<file path="src/rtl/traffic_phase_scheduler.sv">
// Three-road junction phase sequencer: one road green at a time, green length from density.
// Optional emergency preemption is compiled in when EMERGENCY_PREEMPT_EN is defined.
module traffic_phase_scheduler #(
  parameter int GREEN_LOW  = 5,
  parameter int GREEN_MED  = 10,
  parameter int GREEN_HIGH = 15,
  parameter int YELLOW_T   = 3,
  parameter int ALLRED_T   = 2,
  parameter int TW         = 5
) (
  input  logic          clk,
  input  logic          reset,
  input  logic [1:0]    traffic_A,
  input  logic [1:0]    traffic_B,
  input  logic [1:0]    traffic_C,
`ifdef EMERGENCY_PREEMPT_EN
  input  logic [2:0]    emerg,
`endif
  output logic          A_red,
  output logic          A_yellow,
  output logic          A_green,
  output logic          B_red,
  output logic          B_yellow,
  output logic          B_green,
  output logic          C_red,
  output logic          C_yellow,
  output logic          C_green,
  output logic [1:0]    state,
  output logic [1:0]    road,
  output logic [TW-1:0] timer,
  output logic          grant
);

  typedef enum logic [1:0] {
    ST_ALLRED = 2'b00,
    ST_GREEN  = 2'b01,
    ST_YELLOW = 2'b10
  } phase_t;

  phase_t        state_r, state_nx_s;
  logic [1:0]    road_r, road_nx_s;
  logic [1:0]    nxt_r, nxt_nx_s;
  logic [TW-1:0] timer_r, timer_nx_s;
  logic          grant_r, grant_nx_s;
  logic [8:0]    lamps_r;
  logic [1:0]    cand1_s, cand2_s, sel_s;
`ifdef EMERGENCY_PREEMPT_EN
  logic          hold_r, hold_nx_s;
  logic [1:0]    tgt_s;
`endif

  function automatic logic [1:0] road_inc(input logic [1:0] r);
    case (r)
      2'd0:    road_inc = 2'd1;
      2'd1:    road_inc = 2'd2;
      default: road_inc = 2'd0;
    endcase
  endfunction

  function automatic logic [1:0] dens_of(input logic [1:0] r, input logic [1:0] a,
                                         input logic [1:0] b, input logic [1:0] c);
    case (r)
      2'd0:    dens_of = a;
      2'd1:    dens_of = b;
      default: dens_of = c;
    endcase
  endfunction

  // An empty road only gets a grant when everything is empty; it then runs the short green.
  function automatic logic [TW-1:0] green_load(input logic [1:0] d);
    case (d)
      2'b10:   green_load = TW'(GREEN_MED - 1);
      2'b11:   green_load = TW'(GREEN_HIGH - 1);
      default: green_load = TW'(GREEN_LOW - 1);
    endcase
  endfunction

  function automatic logic [2:0] lamp3(input phase_t ph, input logic [1:0] r, input logic [1:0] idx);
    if (r == idx && ph == ST_GREEN) begin
      lamp3 = 3'b001;
    end else if (r == idx && ph == ST_YELLOW) begin
      lamp3 = 3'b010;
    end else begin
      lamp3 = 3'b100;
    end
  endfunction

  assign cand1_s = road_inc(nxt_r);
  assign cand2_s = road_inc(cand1_s);
  assign sel_s   = (dens_of(nxt_r,   traffic_A, traffic_B, traffic_C) != 2'b00) ? nxt_r   :
                   (dens_of(cand1_s, traffic_A, traffic_B, traffic_C) != 2'b00) ? cand1_s :
                   (dens_of(cand2_s, traffic_A, traffic_B, traffic_C) != 2'b00) ? cand2_s : nxt_r;
`ifdef EMERGENCY_PREEMPT_EN
  assign tgt_s = emerg[0] ? 2'd0 : (emerg[1] ? 2'd1 : 2'd2);
`endif

  // Next-phase, timer, pointer and grant decisions.
  always_comb begin
    state_nx_s = state_r;
    road_nx_s  = road_r;
    nxt_nx_s   = nxt_r;
    timer_nx_s = timer_r - TW'(1);
    grant_nx_s = 1'b0;
    case (state_r)
      ST_ALLRED: begin
        if (timer_r == '0) begin
          state_nx_s = ST_GREEN;
          road_nx_s  = sel_s;
          timer_nx_s = green_load(dens_of(sel_s, traffic_A, traffic_B, traffic_C));
          grant_nx_s = 1'b1;
        end else begin
          state_nx_s = ST_ALLRED;
        end
      end
      ST_GREEN: begin
        if (timer_r != '0) begin
          state_nx_s = ST_GREEN;
        end else if (dens_of(road_inc(road_r), traffic_A, traffic_B, traffic_C) == 2'b00 &&
                     dens_of(road_inc(road_inc(road_r)), traffic_A, traffic_B, traffic_C) == 2'b00) begin
          timer_nx_s = TW'(GREEN_LOW - 1);
        end else begin
          state_nx_s = ST_YELLOW;
          timer_nx_s = TW'(YELLOW_T - 1);
        end
      end
      ST_YELLOW: begin
        if (timer_r == '0) begin
          state_nx_s = ST_ALLRED;
          timer_nx_s = TW'(ALLRED_T - 1);
          nxt_nx_s   = road_inc(road_r);
        end else begin
          state_nx_s = ST_YELLOW;
        end
      end
      default: begin
        state_nx_s = ST_ALLRED;
        road_nx_s  = 2'd0;
        timer_nx_s = TW'(ALLRED_T - 1);
      end
    endcase
`ifdef EMERGENCY_PREEMPT_EN
    hold_nx_s = 1'b0;
    if (emerg != 3'b000) begin
      if (state_r == ST_ALLRED && timer_r == '0) begin
        road_nx_s  = tgt_s;
        timer_nx_s = green_load(dens_of(tgt_s, traffic_A, traffic_B, traffic_C));
      end else if (state_r == ST_GREEN && road_r != tgt_s) begin
        state_nx_s = ST_YELLOW;
        timer_nx_s = TW'(YELLOW_T - 1);
      end else if (state_r == ST_GREEN) begin
        state_nx_s = ST_GREEN;
        timer_nx_s = timer_r;
        hold_nx_s  = 1'b1;
      end else begin
        hold_nx_s  = 1'b0;
      end
    end else if (state_r == ST_GREEN && hold_r) begin
      state_nx_s = ST_GREEN;
      timer_nx_s = TW'(GREEN_LOW - 1);
    end else begin
      hold_nx_s  = 1'b0;
    end
`endif
  end

  // State, status and lamp registers; lamps follow the next phase so they change with state.
  always_ff @(posedge clk or negedge reset) begin
    if (!reset) begin
      state_r <= ST_ALLRED;
      road_r  <= 2'd0;
      nxt_r   <= 2'd0;
      timer_r <= TW'(ALLRED_T - 1);
      grant_r <= 1'b0;
      lamps_r <= 9'b100_100_100;
`ifdef EMERGENCY_PREEMPT_EN
      hold_r  <= 1'b0;
`endif
    end else begin
      state_r <= state_nx_s;
      road_r  <= road_nx_s;
      nxt_r   <= nxt_nx_s;
      timer_r <= timer_nx_s;
      grant_r <= grant_nx_s;
      lamps_r <= {lamp3(state_nx_s, road_nx_s, 2'd0),
                  lamp3(state_nx_s, road_nx_s, 2'd1),
                  lamp3(state_nx_s, road_nx_s, 2'd2)};
`ifdef EMERGENCY_PREEMPT_EN
      hold_r  <= hold_nx_s;
`endif
    end
  end

  assign {A_red, A_yellow, A_green, B_red, B_yellow, B_green, C_red, C_yellow, C_green} = lamps_r;
  assign state = state_r;
  assign road  = road_r;
  assign timer = timer_r;
  assign grant = grant_r;

endmodule

</file>
<file path="config.mk">
export PLATFORM = sky130hd
export DESIGN_NAME = traffic_phase_scheduler
export DESIGN_NICKNAME = d
export VERILOG_FILES = /design/src/rtl/traffic_phase_scheduler.sv
export SDC_FILE = /design/constraint.sdc
export NUM_CORES = 1
export LEC_CHECK = 0
export CAP_MARGIN = 20
export CORE_ASPECT_RATIO = 1.2
export CORE_MARGIN = 1.5
export CORE_UTILIZATION = 55
export CTS_CLUSTER_DIAMETER = 40
export CTS_CLUSTER_SIZE = 10
export DETAILED_ROUTE_END_ITERATION = 7
export PLACE_DENSITY_LB_ADDON = 0.2
export SLEW_MARGIN = 20
export SYNTH_ARGS = -nofsm -noshare
export SYNTH_HDL_FRONTEND = slang
export SYNTH_SLANG_ARGS = --single-unit
</file>
<file path="constraint.sdc">
create_clock -name clk -period 5.5 [get_ports clk]
set_input_delay 0.825 -clock clk [delete_from_list [all_inputs] [get_ports clk]]
set_output_delay 0.825 -clock clk [all_outputs]
set_load 0.05 [all_outputs]
</file>
# Yosys cells after proc, flatten, opt, wreduce, memory -nomap -nowiden
# Cells that the tools add are included.
# word_totals
wordCells	91
out_inout_bits	19
regBits	21
# classes
n_mux	44
n_reduce_logical	25
n_eq_ne	15
n_addsub	1
# op_table
cell	count
2-bit one-hot mux with 2 select lines	11
2-bit 2-to-1 mux	17
2-bit logical NOT	11
3-bit 2-to-1 mux	7
2-bit by 1-bit equality test with 1-bit output, second input constant	10
5-bit 2-to-1 mux	3
5-bit one-hot mux with 3 select lines	1
2-bit equality test, second input constant	5
4-bit one-hot mux with 2 select lines	1
1-bit logical AND	7
2-bit one-hot mux with 3 select lines	1
2-bit nonzero test	3
5-bit logical NOT	1
5-bit nonzero test	1
5-bit by 1-bit subtractor with 5-bit output, second input constant	1
1-bit 2-to-1 mux	3
2-bit AND reduction	1
2-bit OR reduction	1

# Longest topological paths before layout
# Gate-level depths: netlist of the first run.
# depth
depth_word	21
depth_mapped	8
depth_no_buf	8

# Worst setup path before layout of the first run
# No wires, ideal clock.
# synth_path
path_type	reg2reg
startpoint	reg timer_r[1] (netlist: timer[1])
endpoint	reg lamps_r[0]
period_less_slack_ps	2336
path_stages_with_launch	9
arrival_time_ps	2216
setup_ps	120
n_path_buf	1
t_required_ps	5380
slack_ps	3164
cell_sequence	dfrtp_1 -> inv_1 -> ha_1 -> or4b_1 -> buf_2 -> a21o_1 -> a221oi_4 -> nor4_2 -> nor2b_1
# synth_via
elab_chain_len	6
word_cells_on_any_way	12
cone_classes	eq/ne (2); mux (7); reduce/logical (3)
# synth_rtl
item	line	rtl
start, declared	43	logic [TW-1:0] timer_r, timer_nx_s;
start signal, assigned	172	timer_r <= TW'(ALLRED_T - 1);
start signal, assigned	182	timer_r <= timer_nx_s;
5-bit nonzero test / 5-bit logical NOT (equally long branches)	116, 106, 127	
2-bit 2-to-1 mux (tied with other cells)	116	if (timer_r != '0) begin
2-bit one-hot mux with 3 select lines / 2-bit one-hot mux with 2 select lines (equally long branches)	104	case (state_r)
2-bit by 1-bit equality test with 1-bit output / 2-bit equality test (equally long branches)	79	if (r == idx && ph == ST_GREEN) begin
1-bit logical AND (*)	79	
3-bit 2-to-1 mux (*)	79	
end signal, assigned	184	lamps_r <= {lamp3(state_nx_s, road_nx_s, 2'd0),
end, declared	45	logic [8:0] lamps_r;
# Mark *: on every way between the ends. The rest lies on a longest branch, timed or not.
# A chain may end at the register's enable or synchronous reset.

# Final worst setup path of the first run
# layout_path
startpoint	in traffic_C[0]
endpoint	reg lamps_r[8]
# layout_via
elab_chain_len	12
word_cells_on_any_way	30
cone_classes	eq/ne (2); mux (19); reduce/logical (9)
# layout_rtl
item	line	rtl
start, declared	15	input logic [1:0] traffic_C,
2-bit one-hot mux with 2 select lines	62	case (r)
2-bit 2-to-1 mux	116	
2-bit 2-to-1 mux	104	
2-bit logical NOT (on tied branches)	118, 119	
1-bit logical AND	118	end else if (dens_of(road_inc(road_r), traffic_A, traffic_B, traffic_C) == 2'b00 &&
2-bit 2-to-1 mux	118	
2-bit 2-to-1 mux	116	
2-bit one-hot mux with 3 select lines	104	
2-bit equality test	81	end else if (r == idx && ph == ST_YELLOW) begin
1-bit logical AND	81	
3-bit 2-to-1 mux	81	
3-bit 2-to-1 mux (*)	79	
# Mark *: on every way between the ends. The rest lies on a longest branch, timed or not. The select of a mux whose other input is x is not followed.

==> impl_metrics.csv, run 1 <==
group,metric,value,unit
run_status,status,"finished, final reports clean",
synthesis,ys_async_sr_fraction,100,%
critical_path,end_kind,"flip-flop",
critical_path,reg2reg_from,"timer[1]",
placement,dpl-instance-area,1630,um^2
clock_network,cts.reportedPaths.clkPinSlew,0.11,ns
placement,dp_slack,2.51,ns
global_route,grt_pass1_wl,5380,um
power,power_switching,0.484,mW
synthesis,synthFlopType,"dfrtp_1",
power,p_sw_share,50.9,%
critical_path,path_class,"input pin to flip-flop",
detailed_routing,final_antenna_net_count,0,
sta,skew,0.00170,ns
synthesis,synth_area_leaders,"dfrtp_1, dfstp_2, ha_1",
synthesis,synth-edff-count,0,
final_layout,fin_area,1660,um^2
critical_path,cp_top_family,"simple AND/OR/NAND/NOR gates",
global_route,antenna_found_initial,0,
final_layout,nets,187,
power,p_seq_share,28.1,%
synthesis,syn_area_per_cell,9.01,um^2
synthesis,ys_top_cells_by_count,"dfrtp_1, nor2_1, a21oi_1, o21ai_0, nand2_1",
detailed_routing,first_iter_violations,59,
synthesis,synthCells,151,
global_route,grt.overflow.total,0,
clock_network,cts_tree,"built",
power,clkPwrFrac,7.6,%
critical_path,worstPathCellList,"clkdlybuf4s50_1, nor4_1, a211oi_2, a21oi_1, xnor2_1, nand4b_1",
clock_network,cts_resized,0,
sta,max_slew_margin,37.0,%
sta,period_needed,2.74,ns
critical_path,slowest_stage,"nor4_1",
sta,setup_ws,2.76,ns
sta,hold_viol_final,0,
floorplanning,io_pins,27,
synthesis,synth_area,1360,um^2
floorplanning,start_util,59.0,%
placement,gp_congestion,0.887,
power,power,0.950,mW
power,p_comb_share,64.3,%
detailed_routing,vias,1265,
final_layout,fillers,179,
detailed_routing,viasPerCell,6.20,
clock_network,clk_latency,0.30,ns
critical_path,crit_required,5.72,ns
detailed_routing,first_pass_iters,4,
floorplanning,dieWidth,48.4,um
detailed_routing,drt-total-wl,3200,um
min_path,holdPathEnd,"timer[4]",
sta,fin_crit_sh,49.7,%
floorplanning,core.rowCount,19,
job,maxCapViolations,0,
detailed_routing,drc,0,
placement,io_buffers,26,
clock_network,cts_root_buf,"clkbuf_4",
min_path,hp-start,"timer[4]",
global_route,grt_use_total,24.9,%
sta,tns,0,ns
floorplanning,fp.dieArea,2780,um^2
final_layout,area_delta_synth_final,21.7,%
sta,hold_slack,0.608,ns
clock_network,cts_made_buffers,3,
clock_network,cts_hold_buf,0,
critical_path,start_kind,"input pin",
floorplanning,die_h,57.5,um
min_path,hold_class,"flip-flop to flip-flop",
critical_path,timing.critical_path.buf_inv,1,
sta,clock.fmax,0.366,GHz
global_route,grt_pass1_vias,1226,
clock_network,htree_num_levels,1,
synthesis,synth_seq_cells,21,
final_layout,antenna_cells,0,
synthesis,synth_most_common_cell,"dfrtp_1",
sta,drv_slew,0,
clock_network,clock_sinks,21,
sta,rsz0062_at_grt,"false",
synthesis,ys_seq_area_share,39.0,%
power,cellPowerDensity,574,nW/um^2
synthesis,syn-num-nets,164,
detailed_routing,avgRoutedWirePerCell,15.7,um
critical_path,reg2reg_slack,3.14,ns
power,internal-power,0.466,mW
power,p_leak,0.660,nW
sta,worstMarginPinSlew,0.942,ns
clock_network,clockBufferDepth,2,
critical_path,worstRegToRegCells,8,
critical_path,arrival,2.95,ns
synthesis,synth_cell_type_count,47,
synthesis,synth-warning-count,0,
global_route,grt_max_degree,22,
placement,hpwlAfterDp,2460,um
critical_path,crit_fanout,12,
power,ir_drop,0.388,mV
critical_path,regToRegEndpoint,"lamps_r[7]",
floorplanning,core-area,2310,um^2
sta,setup_viol,0,
critical_path,cpPeakStageDelay,0.66,ns
synthesis,synth_top_area_share,31.3,%
final_layout,drive_above_1_share,9.83,%
clock_network,post_cts_buffers,0,
synthesis,yosys.area.top_type,"dfrtp_1",
min_path,whs_path_depth,1,
==> layout by cell type (no fill, tap or decap), types with 2 or more instances in the layout <==
cell | Yosys | routed
clkdlybuf4s50_1 | 0 | 26
dfrtp_1 | 17 | 17
nor2_1 | 14 | 14
o21ai_0 | 10 | 10
a21oi_1 | 10 | 10
nand2_1 | 9 | 9
inv_1 | 8 | 8
nor4_1 | 5 | 5
nand3_1 | 5 | 5
ha_1 | 5 | 5
nor3_1 | 4 | 4
dfstp_2 | 4 | 4
nand3b_1 | 3 | 3
o21a_1 | 3 | 3
or3_1 | 3 | 3
xnor2_1 | 3 | 3
clkbuf_4 | 0 | 3
o211ai_1 | 2 | 2
a21o_1 | 2 | 2
or2_2 | 2 | 2
o2111ai_1 | 2 | 2
nand4_1 | 2 | 2
and2_1 | 2 | 2
and3_1 | 2 | 2
a211o_1 | 2 | 2
nand2b_1 | 2 | 2
nor2b_1 | 2 | 2
==> worst reg2reg max path, stage by stage, from the launching register on <==
cell,delay (ns)
dfrtp_1,0.42
inv_1,0.06
ha_1,0.21
nor4b_2,0.56
nand2_1,0.21
inv_1,0.15
o311ai_0,0.22
a31oi_1,0.34
nor2_1,0.08
==> routing by layer <==
metal / vias up / track usage [%] / part of all wire [%]
met2: 48 / 45.2 / 52
met1: 604 / 29.1 / 42
met5: - / 0 / 0
li1: 608 / - / -
met3: 5 / 4.45 / 4.8
met4: 0 / 10.6 / 1.1
==> power by group through the flow <==
stage	registers, mW	logic [mW]	clock network [mW]
after detailed placement	0.268	0.606	0
after CTS	0.266	0.608	0.0740
final	0.267	0.611	0.0725
after floorplan	0.395	0.314	0
after global placement	0.266	0.591	0
after global routing	0.273	0.656	0.0818
==> how the worst max path moves through the flow <==
| stage | cells past startpoint | endpoint | start | slack, ns |
|---|---|---|---|---|
| after global routing | 6 | lamps_r[8] | traffic_C[0] | 2.65 |
| after detailed placement | 6 | lamps_r[8] | traffic_C[0] | 2.51 |
| final | 6 | lamps_r[8] | traffic_C[0] | 2.76 |
| after floorplan | 8 | lamps_r[0] | timer[1] | 3.16 |
| after CTS | 6 | lamps_r[8] | traffic_C[0] | 2.82 |
| after global placement | 6 | lamps_r[8] | traffic_C[0] | 2.61 |
==> cell families (layout without fill, tap and decap cells) <==
| kind of cell | after synthesis | in the layout | share of synthesized area (%) |
|---|---|---|---|
| and+or+nand+nor | 61 | 61 | 25.1 |
| adders and majority gates | 5 | 5 | 4.60 |
| xor gates and xnor gates | 3 | 3 | 1.93 |
| muxes | 2 | 2 | 1.56 |
| AOI/OAI and AO/OA | 43 | 43 | 23.3 |
| DFF | 21 | 21 | 39.0 |
| buffers and inverters | 16 | 38 | 4.51 |
==> layout make-up <==
type / instances / area, um^2 / area share (%)
multi-input combinational: 114 / 768 / 46.4
sequential: 21 / 531 / 32.0
tap: 31 / 38.8 / 2.34
clock inverter: 1 / 5.00 / 0.302
inverter: 8 / 30.0 / 1.81
timing repair buffer: 26 / 260 / 15.7
clock buffer: 3 / 22.5 / 1.36
==> stage by stage <==
| step | cells | util, % |
|---|---|---|
| global route | 204 | 71.8 |
| global placement | 200 | 70.6 |
| finish | 204 | 71.8 |
| CTS | 204 | 71.8 |
| floorplan | 151 | - |
| detailed placement | 200 | 70.6 |
==> registers in the layout, indices dropped and copies added, names as in the netlist <==
name / flops
lamps_r: 9
timer: 5
nxt_r: 2
road: 2
state: 2
grant: 1
Power figures use the tool's default switching activity.
==> run 2: changes to the inputs <==
CORE_UTILIZATION = 46   (was 55)
clock period = 2.3 ns   (was 5.5 ns; I/O delays follow)
==> impl_metrics.csv, run 2 (synthesis results as in run 1) <==
group,metric,value,unit
floorplanning,start_util,48.4,%
detailed_routing,drt-total-wl,3530,um
sta,max_slew_margin,65.7,%
power,cellPowerDensity,1350,nW/um^2
sta,fin_crit_sh,96.3,%
power,p_sw_share,50.8,%
clock_network,cts_resized,1,
final_layout,drive_above_1_share,16.8,%
sta,drv_slew,0,
global_route,grt.overflow.total,0,
critical_path,start_kind,"flip-flop",
global_route,grt_use_total,23.9,%
critical_path,crit_fanout,7,
placement,dpl-instance-area,1720,um^2
critical_path,end_kind,"flip-flop",
final_layout,final_common_cell,"clkdlybuf4s50_1",
clock_network,htree_num_levels,1,
clock_network,cts_made_buffers,3,
floorplanning,fp.dieArea,3290,um^2
global_route,grt_pass1_wl,6040,um
final_layout,area_delta_synth_final,29.8,%
run_status,status,"finished, final reports clean",
clock_network,clockBufferDepth,2,
critical_path,crit_required,2.51,ns
floorplanning,dieWidth,52.6,um
clock_network,post_cts_buffers,0,
floorplanning,core.rowCount,21,
sta,skew,0.00221,ns
final_layout,fin_area,1770,um^2
placement,hpwlAfterDp,2710,um
detailed_routing,first_pass_iters,6,
sta,worstMarginPinSlew,0.508,ns
sta,rsz0062_at_grt,"true",
detailed_routing,final_antenna_net_count,0,
min_path,hold_class,"input pin to async pin",
final_layout,largest_register_ffs,9,
clock_network,clock_sinks,21,
final_layout,fillers,249,
clock_network,cts.reportedPaths.clkPinSlew,0.12,ns
global_route,grt_max_degree,22,
sta,period_needed,2.21,ns
clock_network,clk_latency,0.31,ns
clock_network,cts_root_buf,"clkbuf_4",
power,power_switching,1.21,mW
floorplanning,die_h,62.6,um
clock_network,cts_hold_buf,0,
detailed_routing,drc,0,
final_layout,mostFrequentLayoutCells,"clkdlybuf4s50_1, dfrtp_1, nor2_1, buf_4",
power,p_leak,0.716,nW
final_layout,nets,198,
critical_path,path_class,"flip-flop to flip-flop",
power,ir_drop,0.709,mV
power,internal-power,1.17,mW
detailed_routing,avgRoutedWirePerCell,16.2,um
clock_network,cts_tree,"built",
power,clkPwrFrac,7.7,%
final_layout,regMostFlops,"lamps_r",
global_route,grt_pass1_vias,1284,
sta,tns,0,ns
placement,io_buffers,26,
floorplanning,core-area,2810,um^2
power,p_comb_share,65.3,%
sta,clock.fmax,0.452,GHz
job,maxCapViolations,0,
global_route,antenna_found_initial,0,
sta,setup_viol,0,
sta,hold_viol_final,0,
power,power,2.39,mW
floorplanning,io_pins,27,
detailed_routing,vias,1319,
detailed_routing,first_iter_violations,58,
critical_path,arrival,2.43,ns
placement,gp_congestion,0.890,
detailed_routing,viasPerCell,6.05,
power,p_seq_share,27.0,%
final_layout,antenna_cells,0,
==> run 2: changes by cell type in the layout (fill, tap and decap cells not counted) <==
cell and change:
or4b_1 -1, or4b_4 +1, buf_4 +11, ha_2 +1, dfrtp_1 -1, nor4b_4 +1
nor4b_2 -1, ha_1 -1, dfrtp_2 +1, a211oi_4 +1, a211oi_2 -1
==> run 2: final cells by class <==
cell class,instances,area [um^2],area share [%]
repair buffers,37,343,19.4
clock buffers,3,22.5,1.28
clock inverters,1,5.00,0.283
flip-flops and latches,21,532,30.1
multi-input cells,114,791,44.8
well taps,34,42.5,2.41
inverters,8,30.0,1.70
==> run 2: power by group through the flow <==
stage	clock network (mW)	registers, mW	logic [mW]
after global routing	0.200	0.666	1.68
after floorplan	0	0.945	0.752
final	0.183	0.644	1.56
after global placement	0	0.630	1.48
after CTS	0.185	0.633	1.53
after detailed placement	0	0.641	1.51
==> run 2: final timing paths <==
kind / cells after the start / slack [ns] / startpoint / to
worst max-delay path: 7 / 0.09 / timer[1] / lamps_r[0]
worst min-delay path: 2 / 0.35 / reset / lamps_r[1]
worst max register to register: 7 / 0.09 / timer[1] / lamps_r[0]
worst min register to register: 1 / 0.65 / timer[4] / timer[4]
max in group asynchronous: 2 / 1.68 / reset / timer[0]
min in group clk: 1 / 0.65 / timer[4] / timer[4]
==> run 2: critical path, stage by stage, from the launching register on <==
cell      delay [ns]
dfrtp_2         0.44
inv_1           0.07
ha_2            0.21
or4b_4          0.54
a21o_1          0.25
a221oi_4        0.37
nor4_2          0.11
nor2b_1         0.15
==> run 2: layer usage <==
layer	wire [um]	vias to the layer above	track usage, %
met3	203	4	2.63
met1	1410	643	32.2
li1	-	620	-
met5	0	-	0
met4	42	0	7.37
met2	1870	52	39.2
==> run 2: stage by stage <==
stage               worst slack (ns)  instances  utilization, %  hold slack, ns
floorplan                     0.0475        151               -          0.0494
global placement              0.0767        214            61.0           0.567
detailed placement            0.0144        214            61.0           0.579
CTS                           0.0187        218            62.1           0.363
global route               -0.000794        218            62.8           0.369
finish                        0.0859        218            62.8           0.354
